--- config.mk ---
export PLATFORM = sky130hd
export DESIGN_NAME = stopwatch_digit_counter
export DESIGN_NICKNAME = d
export VERILOG_FILES = /design/src/rtl/stopwatch_pkg.sv /design/src/rtl/stopwatch_digit_cell.sv /design/src/rtl/stopwatch_digit_counter.sv
export SDC_FILE = /design/constraint.sdc
export NUM_CORES = 1
export LEC_CHECK = 0
export BUFFER_PORTS_ARGS = -buffer_cell sky130_fd_sc_hd__buf_2
export CAP_MARGIN = 40
export CORE_AREA = 2 2 52 54
export DETAILED_ROUTE_END_ITERATION = 6
export DIE_AREA = 0 0 54 56
export PLACE_DENSITY_LB_ADDON = 0.08
export SLEW_MARGIN = 20
export SYNTH_ARGS = -nofsm -noshare
export SYNTH_HDL_FRONTEND = slang
export SYNTH_SLANG_ARGS = --single-unit
--- constraint.sdc ---
create_clock -name i_CLK -period 1.9 [get_ports i_CLK]
set_input_delay 0.095 -clock i_CLK [delete_from_list [all_inputs] [get_ports i_CLK]]
set_output_delay 0.095 -clock i_CLK [all_outputs]
set_load 0.05 [all_outputs]
--- src/rtl/stopwatch_pkg.sv ---
// Shared types and constants for the stopwatch digit counter.
package stopwatch_pkg;

    localparam int unsigned DIGIT_W    = 4;
    localparam int unsigned DEC_MAX    = 9;
    localparam int unsigned HEX_MAX    = 15;
    localparam int unsigned MIN_DIGITS = 1;
    localparam int unsigned MAX_DIGITS = 8;

    typedef enum logic [1:0] {
        IDLE  = 2'd0,
        RUN   = 2'd1,
        PAUSE = 2'd2,
        LAP   = 2'd3
    } sw_state_e;

    // Counting happens only while the watch is running (with or without a lap hold).
    function automatic logic is_counting(input sw_state_e s);
        return (s == RUN) || (s == LAP);
    endfunction

endpackage

--- src/rtl/stopwatch_digit_cell.sv ---
// One stopwatch digit: a 4-bit register that advances when enabled and carried into,
// wrapping from RADIX back to 0 and producing a carry for the next digit.
module stopwatch_digit_cell
    import stopwatch_pkg::*;
#(
    parameter int unsigned RADIX = DEC_MAX
) (
    input  logic               i_CLK,
    input  logic               i_RESET,
    input  logic               carry_in,
    input  logic               clear,
    input  logic               enable,
    output logic               carry_out_c,
    output logic [DIGIT_W-1:0] value,
    output logic [DIGIT_W-1:0] next_value_c
);

    localparam logic [DIGIT_W-1:0] MAX_VAL = DIGIT_W'(RADIX);

    logic at_max_c;

    assign at_max_c    = (value == MAX_VAL);
    assign carry_out_c = at_max_c & carry_in;

    // Next digit value: clear wins, otherwise advance on an enabled carry-in.
    always_comb begin
        next_value_c = value;
        if (clear) begin
            next_value_c = '0;
        end else if (enable && carry_in) begin
            next_value_c = at_max_c ? '0 : value + DIGIT_W'(1);
        end
    end

    // Digit register.
    always_ff @(posedge i_CLK or posedge i_RESET) begin
        if (i_RESET) begin
            value <= '0;
        end else begin
            value <= next_value_c;
        end
    end

endmodule

--- src/rtl/stopwatch_digit_counter.sv ---
// Stopwatch built from a cascade of digit cells with a start/stop/lap controller.
// Optional lap-hold display is compiled in with STOPWATCH_LAP_EN.
module stopwatch_digit_counter
    import stopwatch_pkg::*;
#(
    parameter int unsigned NUM_DIGITS = 4,
    parameter int unsigned RADIX      = DEC_MAX
) (
    input  logic                            i_CLK,
    input  logic                            i_RESET,
    input  logic                            i_CLK_EN,
    input  logic                            i_SRST,
    input  logic                            i_START,
    input  logic                            i_STOP,
    input  logic                            i_LAP,
    output logic [DIGIT_W*NUM_DIGITS-1:0]   o_DIGITS,
    output logic                            o_RUNNING,
    output logic                            o_LAP_ACTIVE,
    output logic                            o_OVERFLOW
);

    localparam int unsigned CNT_W = DIGIT_W * NUM_DIGITS;

    // Reject configurations the digit cells cannot represent.
    if (!(RADIX == DEC_MAX || RADIX == HEX_MAX)) begin : g_bad_radix
        $error("stopwatch_digit_counter: RADIX=%0d must be 9 or 15", RADIX);
    end
    if (NUM_DIGITS < MIN_DIGITS || NUM_DIGITS > MAX_DIGITS) begin : g_bad_digits
        $error("stopwatch_digit_counter: NUM_DIGITS=%0d outside 1..8", NUM_DIGITS);
    end

    sw_state_e          state_q;
    sw_state_e          state_next_c;
    logic               tick_c;
    logic               wrap_c;
    logic               start_cmd_c;
    logic               stop_cmd_c;
    logic               lap_cmd_c;
    logic [NUM_DIGITS:0] carry_c;
    logic [CNT_W-1:0]   count_q;
    logic [CNT_W-1:0]   count_next_c;

    // Start and stop together cancel; stop overrides lap.
    assign start_cmd_c = i_START & ~i_STOP;
    assign stop_cmd_c  = i_STOP & ~i_START;
`ifdef STOPWATCH_LAP_EN
    assign lap_cmd_c   = i_LAP & ~i_STOP;
`else
    assign lap_cmd_c   = 1'b0;
`endif

    assign tick_c     = is_counting(state_q) & i_CLK_EN & ~i_SRST;
    assign carry_c[0] = tick_c;
    assign wrap_c     = carry_c[NUM_DIGITS];

    // Ripple-carry chain of digit cells, digit 0 least significant.
    for (genvar g = 0; g < int'(NUM_DIGITS); g++) begin : g_digit
        stopwatch_digit_cell #(
            .RADIX (RADIX)
        ) u_cell (
            .i_CLK        (i_CLK),
            .i_RESET      (i_RESET),
            .carry_in     (carry_c[g]),
            .clear        (i_SRST),
            .enable       (tick_c),
            .carry_out_c  (carry_c[g+1]),
            .value        (count_q[g*DIGIT_W +: DIGIT_W]),
            .next_value_c (count_next_c[g*DIGIT_W +: DIGIT_W])
        );
    end

    // Controller state register.
    always_ff @(posedge i_CLK or posedge i_RESET) begin
        if (i_RESET) begin
            state_q <= IDLE;
        end else begin
            state_q <= state_next_c;
        end
    end

    // Controller next-state: synchronous clear first, then command strobes.
    always_comb begin
        state_next_c = state_q;
        if (i_SRST) begin
            state_next_c = IDLE;
        end else begin
            case (state_q)
                IDLE: begin
                    if (start_cmd_c) state_next_c = RUN;
                end
                RUN: begin
                    if (stop_cmd_c)     state_next_c = PAUSE;
                    else if (lap_cmd_c) state_next_c = LAP;
                end
                PAUSE: begin
                    if (start_cmd_c) state_next_c = RUN;
                end
                LAP: begin
                    if (stop_cmd_c)     state_next_c = PAUSE;
                    else if (lap_cmd_c) state_next_c = RUN;
                end
                default: state_next_c = IDLE;
            endcase
        end
    end

    // Running flag tracks the upcoming state; overflow is sticky until cleared.
    always_ff @(posedge i_CLK or posedge i_RESET) begin
        if (i_RESET) begin
            o_RUNNING  <= 1'b0;
            o_OVERFLOW <= 1'b0;
        end else begin
            o_RUNNING  <= is_counting(state_next_c);
            o_OVERFLOW <= ~i_SRST & (o_OVERFLOW | wrap_c);
        end
    end

`ifdef STOPWATCH_LAP_EN
    logic [CNT_W-1:0] snap_q;
    logic [CNT_W-1:0] snap_next_c;
    logic [CNT_W-1:0] disp_next_c;

    // Snapshot holds the pre-tick count of the cycle that entered the lap hold.
    always_comb begin
        snap_next_c = snap_q;
        disp_next_c = count_next_c;
        if (i_SRST) begin
            snap_next_c = '0;
        end else if (state_next_c == LAP && state_q != LAP) begin
            snap_next_c = count_q;
        end
        if (state_next_c == LAP) begin
            disp_next_c = snap_next_c;
        end
    end

    // Snapshot, display and lap flag registers.
    always_ff @(posedge i_CLK or posedge i_RESET) begin
        if (i_RESET) begin
            snap_q       <= '0;
            o_DIGITS     <= '0;
            o_LAP_ACTIVE <= 1'b0;
        end else begin
            snap_q       <= snap_next_c;
            o_DIGITS     <= disp_next_c;
            o_LAP_ACTIVE <= (state_next_c == LAP);
        end
    end
`else
    logic [CNT_W:0] unused_sinks;

    // Without lap hold the display is the live count register itself.
    assign o_DIGITS     = count_q;
    assign o_LAP_ACTIVE = 1'b0;
    assign unused_sinks = {i_LAP, count_next_c};
`endif

endmodule
==> run_results.csv <==
group,metric,value,unit
finish,design_area,0.001371,sq mm
timing,setup_viol,0,
power,total_power,0.6928,mW
grt,grt_start_max_net_pins,19,
clock_tree,cts_sinks,18,
finish,fin_nets,161,
power,vdd_drop_max,0.3088,mV
finish,layout-drive-gt1-share,0.4014,
critical_path,rrSetupSlack,0.08,ns
timing,post-route-min-period,1.825,ns
detailed_routing,drt_wl_total,2306,um
timing,hold_viol,0,
placement,dp_hpwl,1723,um
logic_synthesis,synthAdderAreaFrac,0.07042,
power,powerDensity,505.2,mW/mm^2
flow_run,cap_violations,0,
logic_synthesis,synth_edf_count,0,
die,coreArea,0.002432,sq mm
logic_synthesis,syn_area_per_cell,9.691,sq um
power,p_leak,0.6897,nW
logic_synthesis,synthMuxAreaShare,0.01878,
detailed_routing,drt-initial-drc-count,8,
die,die_w,54,um
grt,grt_pass1_vias,871,
logic_synthesis,yosys.area.top_type,"dfrtp_1",
clock_tree,cts_tree,"yes",
logic_synthesis,synth_fp_nets,123,
timing,max_freq,0.5480,GHz
placement,port_buffers,23,
critical_path,r2r_start,"g_digit[0].u_cell.value[1]",
grt,grt_pass1_wl,3815,um
logic_synthesis,yosysUniqueCellTypes,35,
finish,fillers,217,
logic_synthesis,synth_top_family_by_area,"simple AND/OR/NAND/NOR gates",
placement,post-place-ws,0.02111,ns
finish,areaGrowthSynthToFinish,28.64,%
clock_tree,path_clk_slew,0.11,ns
grt,grt_use_total,0.1680,
logic_synthesis,synth_area,0.001066,sq mm
logic_synthesis,synth_area_leaders,"dfrtp_1 (42%), ha_1 (7.0%), nand2_1 (3.9%)",
timing,slew_viol_final,0,
critical_path,r2r_cells,6,
clock_tree,cts_made_buffers,3,
detailed_routing,drtAntennaViolNets,0,
logic_synthesis,synth_flop_cell,"dfrtp_1",
critical_path,worstPathArrival,2.05,ns
logic_synthesis,syn_inst,110,
critical_path,worstPathRequired,2.13,ns
clock_tree,cts_buffer_depth,2,
critical_path,crit_type,"reg -> reg",
critical_path,end_kind,"flip-flop",
critical_path,crit_start,"g_digit[0].u_cell.value[1]",
die,ioPinCount,26,
detailed_routing,vias,933,
critical_path,cp_max_fo,3,
grt,antenna_found_initial,0,
timing,tightest_slew,0.7105,ns
logic_synthesis,synth_compound_area_frac,0.1432,
die,die_height,56,um
detailed_routing,drt_pass1_iterations,4,
die,dieArea,0.003024,sq mm
hold_path,hold_class,"in -> reg",
clock_tree,cts-root-buf,"clkbuf_4",
placement,placed_area,0.001313,sq mm
critical_path,crit_end,"g_digit[3].u_cell.value[3]",
timing,worst_slack,0.07506,ns
logic_synthesis,synth_warnings,0,
timing,relSlewSlack,0.5258,
detailed_routing,drc,0,
critical_path,r2r_end,"g_digit[3].u_cell.value[3]",
timing,rsz0062_at_grt,"false",
grt,gr-total-overflow,0,
clock_tree,clk_latency,0.30,ns
logic_synthesis,yosysMostFrequentCell,"dfrtp_1",
timing,finalCritPeriodShare,0.9605,
logic_synthesis,synthArstFlopShare,1.000,
logic_synthesis,yosys.area_share.simple,0.2770,
detailed_routing,wl_per_cell,13.03,um
logic_synthesis,synth.top_cell.area_share,0.4225,
die,start_util,0.4383,
finish,n_antenna_cell,0,
logic_synthesis,synth-seq-cells,18,
placement,gp_congestion,0.7776,
run_status,run_status,"completed",
logic_synthesis,yosysSeqAreaShare,0.4225,
detailed_routing,via_per_inst,5.271,
clock_tree,h-tree-depth,1,
timing,fin_skew,0.003197,ns
logic_synthesis,synth_xor_area_frac,0.01643,
critical_path,cp-start-kind,"flip-flop",
die,num_rows,18,
logic_synthesis,synthTopCellsByCount,"dfrtp_1 (18), nand2_1 (11), nor2_1 (9)",
per-layer routing:
layer | global-route usage | wire length (um) | vias to the layer above
met2 | 0.2735 | 1100 | 21
met1 | 0.2185 | 1098 | 441
li1 | - | - | 467
met4 | 0.06429 | 30 | 0
met3 | 0.02419 | 76 | 4
met5 | 0 | 0 | -
what timing repair did:
| item | in CTS | in global routing |
|---|---|---|
| resized for setup | 0 | 3 |
| hold buffers | 1 | 0 |
| hold endpoints to repair | 18 | 0 |
| buffers inserted | 0 | 0 |
| endpoints found under the setup margin | 0 | 3 |
kinds of logic after synthesis:
family,count (synthesis)
AOI/OAI and AO/OA,24
xor gates and xnor gates,2
muxes,2
buffers and inverters,10
other,1
adders and majority gates,6
and+or+nand+nor,47
DFF,18
area by class of cell:
| class | instances | area [sq um] | area share |
|---|---|---|---|
| flip-flops and latches | 18 | 460.4 | 0.3358 |
| multi-input cells | 82 | 591.8 | 0.4316 |
| inverters | 6 | 22.52 | 0.01642 |
| repair buffers | 37 | 222.7 | 0.1624 |
| clock buffers | 4 | 36.28 | 0.02646 |
| well taps | 30 | 37.54 | 0.02737 |
worst max-delay path: stages (launching register included):
cell,delay (ns)
dfrtp_2,0.42
inv_2,0.07
ha_4,0.14
and3b_1,0.22
nand2_2,0.06
or4_2,0.66
a31oi_1,0.18
power by group:
group	leakage [nW]	internal, mW	total [mW]	switching (mW)
registers	0.237	0.386	0.390	0.00384
clock network	0.0210	0.117	0.246	0.129
logic	0.431	0.0182	0.0576	0.0393
state kept, by name, summed over array words and instances (netlist names):
register,flops
g_digit.u_cell.value,16
o_OVERFLOW,1
state_q,1
how the worst min path moves through the flow:
stage / start / to / cells past startpoint
2_1_floorplan: i_RESET / g_digit[0].u_cell.value[2] / 1
3_3_place_gp: i_RESET / g_digit[0].u_cell.value[2] / 2
3_5_place_dp: i_RESET / g_digit[0].u_cell.value[2] / 2
4_1_cts: i_START / state_q[0] / 3
5_1_grt: i_START / state_q[0] / 3
6_report: i_START / state_q[0] / 3
cell usage in the layout (no fill, tap or decap), types with 3 or more instances in the layout:
cell and count:
nand3b_1 5, nor2_1 9, a21oi_1 7, clkbuf_4 3, ha_1 5, o31ai_1 3, dfrtp_2 8, dfrtp_1 10
buf_2 23, nand3_1 5, inv_1 5, and3b_1 3, buf_4 13, nand2_1 10, o21ai_0 5
stage by stage:
step           std cells    util  setup TNS, ns  hold slack [ns]
6_report             177  0.5638              0          0.04145
3_3_place_gp         172  0.5396              0           0.2370
5_1_grt              177  0.5638              0          0.05911
3_5_place_dp         172  0.5396              0           0.2522
4_1_cts              177  0.5586              0          0.03292
2_1_floorplan        110       -        -0.3544          0.03302
Note: power is estimated with default switching activity, not from simulation.
